==> src/rtl/maquina_estados.sv <==
// Top-level control FSM for the four-port FIFO/arbiter datapath: sequences RESET/INIT/IDLE/ACTIVE/ERROR,
// commits the almost-full/almost-empty thresholds and traps FIFO faults and almost-full stalls.
module maquina_estados #(
    parameter int UMBRAL_W  = 4,
    parameter int STALL_MAX = 16
) (
    input  logic                clk,
    input  logic                reset,
    input  logic                init,
    input  logic [UMBRAL_W-1:0] umbral_alto_in,
    input  logic [UMBRAL_W-1:0] umbral_bajo_in,
    input  logic [7:0]          empties,
    input  logic [3:0]          almost_full,
    input  logic [7:0]          fifo_error,
    output logic [3:0]          state,
    output logic [UMBRAL_W-1:0] umbral_alto_out,
    output logic [UMBRAL_W-1:0] umbral_bajo_out,
    output logic                idle_out,
    output logic                error_out,
    output logic [7:0]          error_fifo,
    output logic                stall_error,
    output logic                cfg_error
);

    localparam int CNT_W = $clog2(STALL_MAX + 1);

    localparam logic [3:0] ST_RESET  = 4'd0;
    localparam logic [3:0] ST_INIT   = 4'd1;
    localparam logic [3:0] ST_IDLE   = 4'd2;
    localparam logic [3:0] ST_ACTIVE = 4'd3;
    localparam logic [3:0] ST_ERROR  = 4'd4;

    localparam logic [CNT_W-1:0] STALL_LAST = CNT_W'(STALL_MAX - 1);
    localparam logic [CNT_W-1:0] CNT_ONE    = CNT_W'(1);

    logic [CNT_W-1:0]    stall_cnt;
    logic [CNT_W-1:0]    next_stall_cnt;
    logic [3:0]          next_state;
    logic [UMBRAL_W-1:0] next_umbral_alto;
    logic [UMBRAL_W-1:0] next_umbral_bajo;
    logic [7:0]          next_error_fifo;
    logic                next_stall_error;
    logic                next_cfg_error;

    logic stalling;
    logic fifo_fault;
    logic thr_valid;
    logic stall_trip;

    assign stalling   = |almost_full;
    assign fifo_fault = |fifo_error;
    assign thr_valid  = (umbral_bajo_in < umbral_alto_in);
    // The trip fires on the STALL_MAX-th consecutive stalled ACTIVE cycle.
    assign stall_trip = (state == ST_ACTIVE) && stalling && (stall_cnt == STALL_LAST);

    always_comb begin
        next_state       = state;
        next_umbral_alto = umbral_alto_out;
        next_umbral_bajo = umbral_bajo_out;
        next_error_fifo  = error_fifo;
        next_stall_error = stall_error;
        next_cfg_error   = cfg_error;

        case (state)
            ST_RESET: begin
                next_state = ST_INIT;
            end
            ST_INIT: begin
                if (fifo_fault) begin
                    next_state      = ST_ERROR;
                    next_error_fifo = fifo_error;
                end else if (init) begin
                    next_state = ST_INIT;
                end else if (thr_valid) begin
                    next_state       = ST_IDLE;
                    next_umbral_alto = umbral_alto_in;
                    next_umbral_bajo = umbral_bajo_in;
                end else begin
                    next_state     = ST_ERROR;
                    next_cfg_error = 1'b1;
                end
            end
            ST_IDLE: begin
                if (fifo_fault) begin
                    next_state      = ST_ERROR;
                    next_error_fifo = fifo_error;
                end else if (init) begin
                    next_state = ST_INIT;
                end else if (empties != 8'hFF) begin
                    next_state = ST_ACTIVE;
                end
            end
            ST_ACTIVE: begin
                if (fifo_fault) begin
                    next_state      = ST_ERROR;
                    next_error_fifo = fifo_error;
                end else if (init) begin
                    next_state = ST_INIT;
                end else if (stall_trip) begin
                    next_state       = ST_ERROR;
                    next_stall_error = 1'b1;
                end else if (empties == 8'hFF) begin
                    next_state = ST_IDLE;
                end
            end
            ST_ERROR: begin
                next_state = ST_ERROR;
            end
            default: begin
                next_state = ST_RESET;
            end
        endcase

        // Counting only while staying in ACTIVE makes every exit clear the watchdog.
        if ((state == ST_ACTIVE) && (next_state == ST_ACTIVE) && stalling) begin
            next_stall_cnt = stall_cnt + CNT_ONE;
        end else begin
            next_stall_cnt = '0;
        end
    end

    always_ff @(posedge clk) begin
        if (reset) begin
            state           <= ST_RESET;
            umbral_alto_out <= '0;
            umbral_bajo_out <= '0;
            idle_out        <= 1'b0;
            error_out       <= 1'b0;
            error_fifo      <= 8'h00;
            stall_error     <= 1'b0;
            cfg_error       <= 1'b0;
            stall_cnt       <= '0;
        end else begin
            state           <= next_state;
            umbral_alto_out <= next_umbral_alto;
            umbral_bajo_out <= next_umbral_bajo;
            idle_out        <= (next_state == ST_IDLE);
            error_out       <= (next_state == ST_ERROR);
            error_fifo      <= next_error_fifo;
            stall_error     <= next_stall_error;
            cfg_error       <= next_cfg_error;
            stall_cnt       <= next_stall_cnt;
        end
    end

endmodule

==> config.mk <==
export PLATFORM = sky130hd
export DESIGN_NAME = maquina_estados
export DESIGN_NICKNAME = d
export VERILOG_FILES = /design/src/rtl/maquina_estados.sv
export SDC_FILE = /design/constraint.sdc
export NUM_CORES = 1
export LEC_CHECK = 0
export CAP_MARGIN = 10
export CORE_ASPECT_RATIO = 2
export CORE_MARGIN = 2
export CORE_UTILIZATION = 38
export CTS_CLUSTER_SIZE = 24
export DETAILED_ROUTE_END_ITERATION = 6
export GPL_TIMING_DRIVEN = 0
export PLACE_DENSITY = 0.84
export SLEW_MARGIN = 20
export SYNTH_ARGS = -nofsm -noshare
export SYNTH_HDL_FRONTEND = slang
export SYNTH_SLANG_ARGS = --single-unit
==> constraint.sdc <==
create_clock -name clk -period 1.7 [get_ports clk]
set_input_delay 0.34 -clock clk [delete_from_list [all_inputs] [get_ports clk]]
set_output_delay 0.34 -clock clk [all_outputs]
set_load 0.01 [all_outputs]
# Word-level counts from Yosys, hierarchy flattened
# Cells that the tools add are included.
dict set report totals {
  regBits 29
  out_inout_bits 24
  elab_cells 49
}
dict set report op_classes {
  add_sub_neg 1
  order_cmp 1
  eq_ne 10
  muxes 11
  n_bitwise 4
  reduce_logical 13
}
# operator count
set ops {}
lappend ops {{2-to-1 mux 4 bit} 7}
lappend ops {{one-hot mux 4 bit (5 select lines)} 1}
lappend ops {{== test 4 x 2 -> 1 bit, second input constant} 4}
lappend ops {{AND reduction 4 bit} 3}
lappend ops {{2-to-1 mux 3 bit} 3}
lappend ops {{== test 4 x 3 -> 1 bit, second input constant} 2}
lappend ops {{== test 8 bit, second input constant} 1}
lappend ops {{!= test 8 bit, second input constant} 1}
lappend ops {{OR reduction 8 bit} 1}
lappend ops {{adder 5 x 1 -> 5 bit, second input constant} 1}
lappend ops {{== test 5 x 4 -> 1 bit, second input constant} 1}
lappend ops {{== test 4 x 1 -> 1 bit, second input constant} 1}
lappend ops {{logical AND 1 bit} 4}
lappend ops {{logical NOT 4 bit} 1}
lappend ops {{< comparator 4 bit} 1}
lappend ops {{NOT 1 bit} 4}
lappend ops {{OR reduction 4 bit} 1}
lappend ops {{OR reduction 3 bit} 1}
lappend ops {{AND reduction 2 bit} 1}
lappend ops {{OR reduction 2 bit} 1}

# Depth between registers and ports, before layout
# Gate-level depths: netlist (run 1).
dict set report depth {
  ltp_word 12
  ltp_mapped 8
  depth_no_buf 8
}

# Least setup slack after synthesis (run 1)
# OpenSTA, ideal clock, no wires.
dict set report synth_path {
  path_kind {input to register}
  startpoint {input port umbral_alto_in[1]}
  endpoint {register stall_cnt[0]}
  setup_time_ps 92
  arrival_ps 1669
  t_required_ps 1608
  path_slack_ps -61
  path_stages 6
  n_path_buf 0
  path_cell_list {inv_1 > ha_1 > a2111oi_2 > o211ai_1 > a21o_1 > nor4_1}
}
dict set report synth_via {
  elab_chain_cells 10
}
# item line_no
set synth_rtl {}
lappend synth_rtl {{from (decl)} 10} ;# input logic [UMBRAL_W-1:0] umbral_alto_in,
lappend synth_rtl {{< comparator 4 bit} 52} ;# assign thr_valid = (umbral_bajo_in < umbral_alto_in);
lappend synth_rtl {{2-to-1 mux 3 bit} 74} ;# end else if (thr_valid) begin
lappend synth_rtl {{2-to-1 mux 3 bit} 72} ;# end else if (init) begin
lappend synth_rtl {{2-to-1 mux 3 bit} 69} ;# if (fifo_fault) begin
lappend synth_rtl {{one-hot mux 4 bit (5 select lines)} 64} ;# case (state)
lappend synth_rtl {{== test 4 x 2 -> 1 bit} 115} ;# if ((state == ST_ACTIVE) && (next_state == ST_ACTIVE) && stalling) begin
lappend synth_rtl {{logical AND 1 bit (2 in a row)} 115}
lappend synth_rtl {{NOT 1 bit (no line)} --}
lappend synth_rtl {{OR reduction 2 bit (no line)} --}
lappend synth_rtl {{to (signal assigned)} 142} ;# stall_cnt <= next_stall_cnt;
lappend synth_rtl {{to (decl)} 36} ;# logic [CNT_W-1:0] stall_cnt;
# Every way passes these cells.
# A chain may end at the register's enable or synchronous reset.

# Worst setup path after layout (run 1)
dict set report layout_path {
  startpoint {register stall_cnt[0]}
  endpoint {register stall_cnt[3]}
}
dict set report layout_via {
  elab_chain_cells 11
  elab_cells_between_ends 12
  classes_between {1 x add/sub; 2 x eq/ne; 4 x mux; 1 x bitwise; 4 x reduce/logical}
}
# item line_no
set layout_rtl {}
lappend layout_rtl {{== test 5 x 4 -> 1 bit} 54} ;# assign stall_trip = (state == ST_ACTIVE) && stalling && (stall_cnt == STALL_LAST);
lappend layout_rtl {{logical AND 1 bit} 54}
lappend layout_rtl {{2-to-1 mux 4 bit} 99} ;# end else if (stall_trip) begin
lappend layout_rtl {{2-to-1 mux 4 bit} 97} ;# end else if (init) begin
lappend layout_rtl {{2-to-1 mux 4 bit} 94} ;# if (fifo_fault) begin
lappend layout_rtl {{one-hot mux 4 bit (5 select lines)} 64}
lappend layout_rtl {{== test 4 x 2 -> 1 bit} 115}
lappend layout_rtl {{logical AND 1 bit (2 in a row)} 115}
lappend layout_rtl {{NOT 1 bit (no line)} --}
lappend layout_rtl {{OR reduction 2 bit (no line)} --}
# Several ways; a longest one is shown, not always the timed one.

==> results of run 1 <==
timing repair:
item	in CTS	in global routing
gates cloned	0	0
endpoints found under the setup margin	26	26
hold endpoints to repair	0	0
resized for setup	46	26
setup buffers	15	0
pin swaps	17	8
state kept, by name, summed over array words and instances (netlist names):
| register | flops |
|---|---|
| stall_cnt | 5 |
| umbral_alto_out | 4 |
| cfg_error | 1 |
| idle_out | 1 |
| error_out | 1 |
| stall_error | 1 |
| state | 4 |
| error_fifo | 8 |
| umbral_bajo_out | 4 |
synthesized netlist by cell type (2+ instances only):
| master | n | area (µm²) |
|---|---|---|
| dfxtp_1 | 29 | 581 |
| a22oi_1 | 2 | 15.0 |
| nor3_1 | 3 | 15.0 |
| a31oi_1 | 5 | 31.3 |
| ha_1 | 5 | 62.6 |
| nand4_1 | 2 | 12.5 |
| inv_1 | 5 | 18.8 |
| nand2_1 | 7 | 26.3 |
| nor4_4 | 2 | 42.5 |
| clkbuf_1 | 3 | 11.3 |
| nor2_1 | 26 | 97.6 |
| mux2i_1 | 14 | 140 |
| nor4_1 | 5 | 31.3 |
| nand2b_1 | 4 | 25.0 |
| xor2_1 | 2 | 17.5 |
final cells by class:
cell class / instances / share of cell area
buffer: 4 / 0.0112
timing repair buffer: 69 / 0.278
inverter: 6 / 0.0101
clock inverter: 1 / 0.00224
sequential: 29 / 0.262
clock buffer: 7 / 0.0431
multi-input combinational: 96 / 0.375
tap: 32 / 0.0179
how the worst max path moves through the flow:
stage / slack (ns) / startpoint / to
floorplan: -0.01 / umbral_alto_in[1] / stall_cnt[0]
detailed placement: -0.65 / umbral_alto_in[1] / stall_cnt[0]
finish: 0.05 / stall_cnt[0] / stall_cnt[3]
CTS: 0.002 / reset / error_fifo[7]
global route: -0.03 / stall_cnt[1] / stall_cnt[0]
global placement: -0.63 / umbral_alto_in[1] / stall_cnt[0]
power by group:
part | switching [µW] | internal (µW)
clock | 252 | 365
sequential | 10.5 | 690
combinational | 99.0 | 117
cell usage in the layout, fill, tap and decap left out, types with 2 or more instances in the layout:
cell / count
dfxtp_1: 24
nor4_1: 2
mux2i_1: 14
clkbuf_8: 7
dfxtp_2: 5
dlygate4sd2_1: 8
clkbuf_2: 9
a2111oi_4: 2
clkdlybuf4s50_1: 34
a31oi_1: 5
buf_4: 12
a22oi_1: 2
nor4_2: 3
nand2_1: 7
nor3_1: 3
inv_1: 3
nand2b_1: 3
nor2_2: 3
clkdlybuf4s15_1: 4
nor4_4: 2
nand4_1: 2
xor2_1: 2
buf_6: 4
ha_4: 3
inv_2: 3
nor2_1: 23
layer usage:
layer,GRT usage,vias up
met1,0.193,592
li1,-,631
met4,0.156,0
met2,0.328,45
met5,0,-
met3,0.0351,12
worst max-delay path, stage by stage (launching register included):
cell and delay (ns):
dfxtp_2 0.33, ha_4 0.16, and3_4 0.17, ha_1 0.17, inv_1 0.06, nor2_2 0.05
nand3b_1 0.19, a21o_4 0.27, nor3_1 0.17
cell families (layout without fill, tap and decap cells):
group / Yosys count / after routing
and+or+nand+nor: 57 / 57
DFF: 29 / 29
AOI/OAI and AO/OA: 17 / 17
muxes: 14 / 14
buffers and inverters: 10 / 87
adders and majority gates: 5 / 5
xor gates and xnor gates: 2 / 2
other: 1 / 1
stage by stage:
step           utilization  worst slack (ns)  total power (µW)
6_report             0.662            0.0510              1530
5_1_grt              0.662           -0.0315              1610
4_1_cts              0.664           0.00197              1540
3_5_place_dp         0.570            -0.646               909
3_3_place_gp         0.570            -0.629               906
2_1_floorplan            -           -0.0115               790
==> reports/qor.yml, run 1 <==
run_status:
  status: "complete, no violations"
floorplan:
  fp.dieW_um: 45.9
  floorplan.io_pins: 55
  rows: 30
  initial_core_util: 0.395
  fp.coreArea_mm2: 0.00338
  die_area_mm2: 0.00403
  fp.dieH_um: 87.8
synthesis:
  synthAdderAreaFrac: 0.0469
  syn_inst: 135
  synthesis.yosys.warnings: 0
  dominant_combinational_cell_family_by_area_after_synthesis: "simple AND/OR/NAND/NOR gates"
  synthSimpleGateAreaFrac: 0.238
  synth_area_per_inst_um2: 9.88
  synthFlopType: "dfxtp_1"
  synth.yosys.seq_area_share: 0.435
  synth_mux_area_frac: 0.105
  synth_cell_type_count: 36
  post_synth_xor_area_fraction: 0.0131
  synth_compound_area_frac: 0.128
  edff_count_synth: 0
  synth.cell_area_mm2: 0.00133
  ys_async_sr_fraction: 0
  ys_ff_latch: 29
  synthesis.nets: 171
sta:
  max_freq_ghz: 0.606
  setup_tns_ns: 0
  slew_viol_final: 0
  final-setup-viol-count: 0
  finalCritPeriodShare: 0.970
  unrepaired_setup_endpoints_after_global_routing: "true"
  fin_skew_ns: 0.00764
  hold_violations: 0
  finalCriticalPeriod_ns: 1.65
  timing.hold.ws_ns: 0.326
routing:
  route.layer.met1.wl_mm: 1.32
  first_iter_violations: 25
  met2WireLength_mm: 1.88
  routed-wl-met3_um: 149
  route.top_layer_used: "met4"
  postRouteWirelength_mm: 3.50
  drt_first_pass_iters: 4
  total_via_count_after_detailed_routing: 1280
  routed_wire_length_per_instance_um: 14.3
  detail_route.drc_violations: 0
  route.antenna.remaining_nets: 0
  number_of_vias_per_cell: 5.25
placement:
  placedInstanceArea_mm2: 0.00193
  dp.final_hpwl_mm: 2.40
  placement.io_buffers: 54
  gp_congestion: 0.778
  cell_total_after_placement: 221
setup_path:
  timing.critical_path.required_ns: 1.91
  cp_data_arrival_time_ns: 1.86
  critical_path_class: "reg2reg"
  cp_max_fo: 7
  setup.worst_path.start_class: "flip-flop"
  timing.critical_path.to_type: "flip-flop"
  r2r_end: "stall_cnt[3]"
  worst_r2r_path_depth: 8
  setup.reg_to_reg.worst_slack_ns: 0.05
  r2r-start: "stall_cnt[0]"
power:
  irDropWorstVdd_uv: 668
  pwr_density_cell_mw_per_mm2: 686
  leakage_uw: 0.000902
cts:
  holdBufCountCts: 0
  number_of_clock_buffers_inserted_by_tritoncts: 5
  ctsLongestPathBuffers: 2
  clock_sink_count: 29
  clock_pin_slew_of_the_registers_on_the_worst_case_setup_and_hold_paths_ns: 0.06
  ctsRootBufferMaster: "clkbuf_8"
  clkLatencyLatePin_ns: 0.28
  clock_tree_from_tritoncts: "yes"
  cts_htree_levels: 2
layout:
  area_taken_by_flip_flops_and_latches_um2: 587
  nNetsFinal: 247
  synthesis_to_layout_area_growth_pct: 67.7
  drive_gt1_frac: 0.297
  design_area_mm2: 0.00224
  multi_input_comb_area_um2: 840
  post_layout_nonfiller_instances: 244
  fillers: 260
  num_antenna_cells: 0
min_path:
  worstHoldPathCells: 3
  timing.hold.worst.start: "umbral_alto_in[2]"
  hp-class: "in2reg"
  worst_hold_path.endpoint: "umbral_alto_out[2]"
grt:
  number_of_global_route_vias_before_repair: 1289
  grt_max_degree: 11
  grt_pass1_wl_mm: 5.60
  grt_antenna_before_repair: 0
  grtUsageTotal: 0.194
  remaining_global_route_overflow: 0
run:
  timing.max_cap.violations: 0
Power figures use the tool's default switching activity.
==> run 2: changes to the inputs <==
--- a/config.mk
+++ b/config.mk
@@ -12,8 +12,9 @@
 export CTS_CLUSTER_SIZE = 24
 export DETAILED_ROUTE_END_ITERATION = 6
 export GPL_TIMING_DRIVEN = 0
+export MAX_ROUTING_LAYER = met4
 export PLACE_DENSITY = 0.84
-export SLEW_MARGIN = 20
+export SLEW_MARGIN = 25
 export SYNTH_ARGS = -nofsm -noshare
 export SYNTH_HDL_FRONTEND = slang
 export SYNTH_SLANG_ARGS = --single-unit
==> run 2 against run 1 <==
  * Design area is the same
  * Clock power is essentially flat
  * Utilization is the same
  * Combinational power is essentially flat
  * Clock skew is essentially flat
  * Critical endpoint is now state[3]
  * Largest power group unchanged
==> reports/qor.yml, run 2 (same netlist as run 1, synthesis figures left out) <==
routing:
  routed_wire_length_per_instance_um: 14.4  # +0.11%
  route.antenna.remaining_nets: 0  # unchanged
  total_via_count_after_detailed_routing: 1280  # unchanged
  first_iter_violations: 30  # +20%
  number_of_vias_per_cell: 5.25  # unchanged
  detail_route.drc_violations: 0  # unchanged
  postRouteWirelength_mm: 3.50  # +0.11%
  drt_first_pass_iters: 4  # unchanged
setup_path:
  r2r_end: "stall_cnt[2]"
  critical_path.top_delay_family: "buffers and inverters"
  crit_path_end: "state[3]"
  setup.reg_to_reg.worst_slack_ns: 0.05  # about the same
  setup.worst_path.start: "state[3]"
  critical_path_class: "reg2out"
  cp_data_arrival_time_ns: 1.31  # -0.55 ns
  critical-path-slowest-cell: "clkdlybuf4s50_1"
  timing.critical_path.required_ns: 1.36  # -0.55 ns
  worstSetupPathDepth: 1  # -7
  max_stage_delay_ns: 0.58  # +0.25 ns
  setup.worst_path.start_class: "flip-flop"
  cp_max_fo: 7  # unchanged
  timing.critical_path.to_type: "output port"
  worst_r2r_path_depth: 8  # unchanged
  r2r-start: "stall_cnt[0]"
  path_cells: "clkdlybuf4s50_1"
  crit_buf_inv: 1  # unchanged
sta:
  timing.hold.ws_ns: 0.324  # -0.00168 ns
  hold_violations: 0  # unchanged
  slew_viol_final: 0  # unchanged
  unrepaired_setup_endpoints_after_global_routing: "true"
  final-setup-viol-count: 0  # unchanged
  fin_skew_ns: 0.00766  # +0.0000200 ns
  finalCriticalPeriod_ns: 1.65  # +0.00311 ns
  max_freq_ghz: 0.605  # -0.19%
  finalCritPeriodShare: 0.972  # +0.00183
grt:
  number_of_global_route_vias_before_repair: 1289  # unchanged
  grt_max_degree: 11  # unchanged
  grt_antenna_before_repair: 0  # unchanged
  grtUsageTotal: 0.199  # +0.00513
  grt_pass1_wl_mm: 5.59  # -0.11%
  remaining_global_route_overflow: 0  # unchanged
min_path:
  timing.hold.worst.start: "umbral_alto_in[2]"
  hp-class: "in2reg"
power:
  leakage_uw: 0.000902  # unchanged
  irDropWorstVdd_uv: 669  # +0.20%
  power_frac_seq: 0.456  # about the same
  switch_share: 0.237  # +0.00115
  total_switching_power_uw: 364  # +0.64%
  clock_power_share: 0.403  # about the same
  pwr_density_cell_mw_per_mm2: 687  # +0.15%
  power.internal_uw: 1170  # unchanged
  power_frac_comb: 0.141  # about the same
floorplan:
  die_area_mm2: 0.00403  # unchanged
  fp.dieW_um: 45.9  # unchanged
  floorplan.io_pins: 55  # unchanged
  fp.dieH_um: 87.8  # unchanged
  rows: 30  # unchanged
  initial_core_util: 0.395  # unchanged
  fp.coreArea_mm2: 0.00338  # unchanged
cts:
  cts_htree_levels: 2  # unchanged
  ctsLongestPathBuffers: 2  # unchanged
  number_of_clock_buffers_inserted_by_tritoncts: 5  # unchanged
  ctsRootBufferMaster: "clkbuf_8"
  clock_sink_count: 29  # unchanged
  clock_tree_from_tritoncts: "yes"
  clkLatencyLatePin_ns: 0.28  # about the same
  holdBufCountCts: 0  # unchanged
  clock_pin_slew_of_the_registers_on_the_worst_case_setup_and_hold_paths_ns: 0.06  # about the same
layout:
  synthesis_to_layout_area_growth_pct: 67.7  # unchanged
  commonest_non_fill_non_tap_cell_in_the_layout: "clkdlybuf4s50_1"
  final_core_util: 0.662  # unchanged
  most-common-layout-cells: "34 x clkdlybuf4s50_1, 24 x dfxtp_1, 23 x nor2_1"
  post_layout_nonfiller_instances: 244  # unchanged
  largest_register_ff_count: 8  # unchanged
  largest_register: "error_fifo"
  num_antenna_cells: 0  # unchanged
  design_area_mm2: 0.00224  # unchanged
  drive_gt1_frac: 0.297  # unchanged
  nNetsFinal: 247  # unchanged
  largest_registers: "error_fifo x8, stall_cnt x5"
placement:
  placement.io_buffers: 54  # unchanged
  placedInstanceArea_mm2: 0.00193  # unchanged
  gp_congestion: 0.789  # +1.4%
  dp.final_hpwl_mm: 2.40  # unchanged
  cell_total_after_placement: 221  # unchanged
run_status:
  status: "complete, no violations"
run:
  timing.max_cap.violations: 0  # unchanged
==> run 2: repair_timing <==
action	4_1_cts	5_1_grt
endpoints found under the setup margin	26	26
gates resized for setup	46	26
pin swaps	17	8
setup buffers	15	0
==> run 2: worst min path at each step <==
| stage | to | slack, ns | cells past startpoint |
|---|---|---|---|
| detailed placement | cfg_error | 0.46 | 2 |
| floorplan | umbral_alto_out[0] | 0.48 | 2 |
| CTS | umbral_alto_out[1] | 0.44 | 3 |
| global placement | stall_error | 0.45 | 2 |
| finish | umbral_alto_out[2] | 0.32 | 3 |
| global route | umbral_alto_out[2] | 0.32 | 3 |
==> run 2: routing by layer <==
metal	vias up	share of wire	global-route usage
met2	47	0.54	0.327
met1	592	0.37	0.193
met5	-	0	-
li1	629	-	-
met3	12	0.046	0.0351
met4	0	0.043	0.156
==> run 2: through the flow <==
stage / setup TNS [ns] / power (µW) / setup WS (ns)
detailed placement: -14.33 / 909 / -0.646
finish: 0 / 1540 / 0.0479
floorplan: -0.0115 / 790 / -0.0115
global placement: -13.73 / 906 / -0.629
CTS: 0 / 1540 / 0.00197
global route: -0.110 / 1610 / -0.0314
==> run 2: final cells by class <==
type,instances,area [µm²]
fill,260,1140
multi-input combinational,96,840
timing repair buffer,69,622
sequential,29,587
clock buffer,7,96.3
tap,32,40.0
buffer,4,25.0
inverter,6,22.5
clock inverter,1,5.00
==> run 2: power groups by stage <==
stage	Combinational, µW	Sequential, µW	Clock (µW)
after floorplan	73.1	717	0
after global placement	192	713	0
after detailed placement	195	714	0
after CTS	213	700	629
after global routing	232	701	674
final	216	701	619
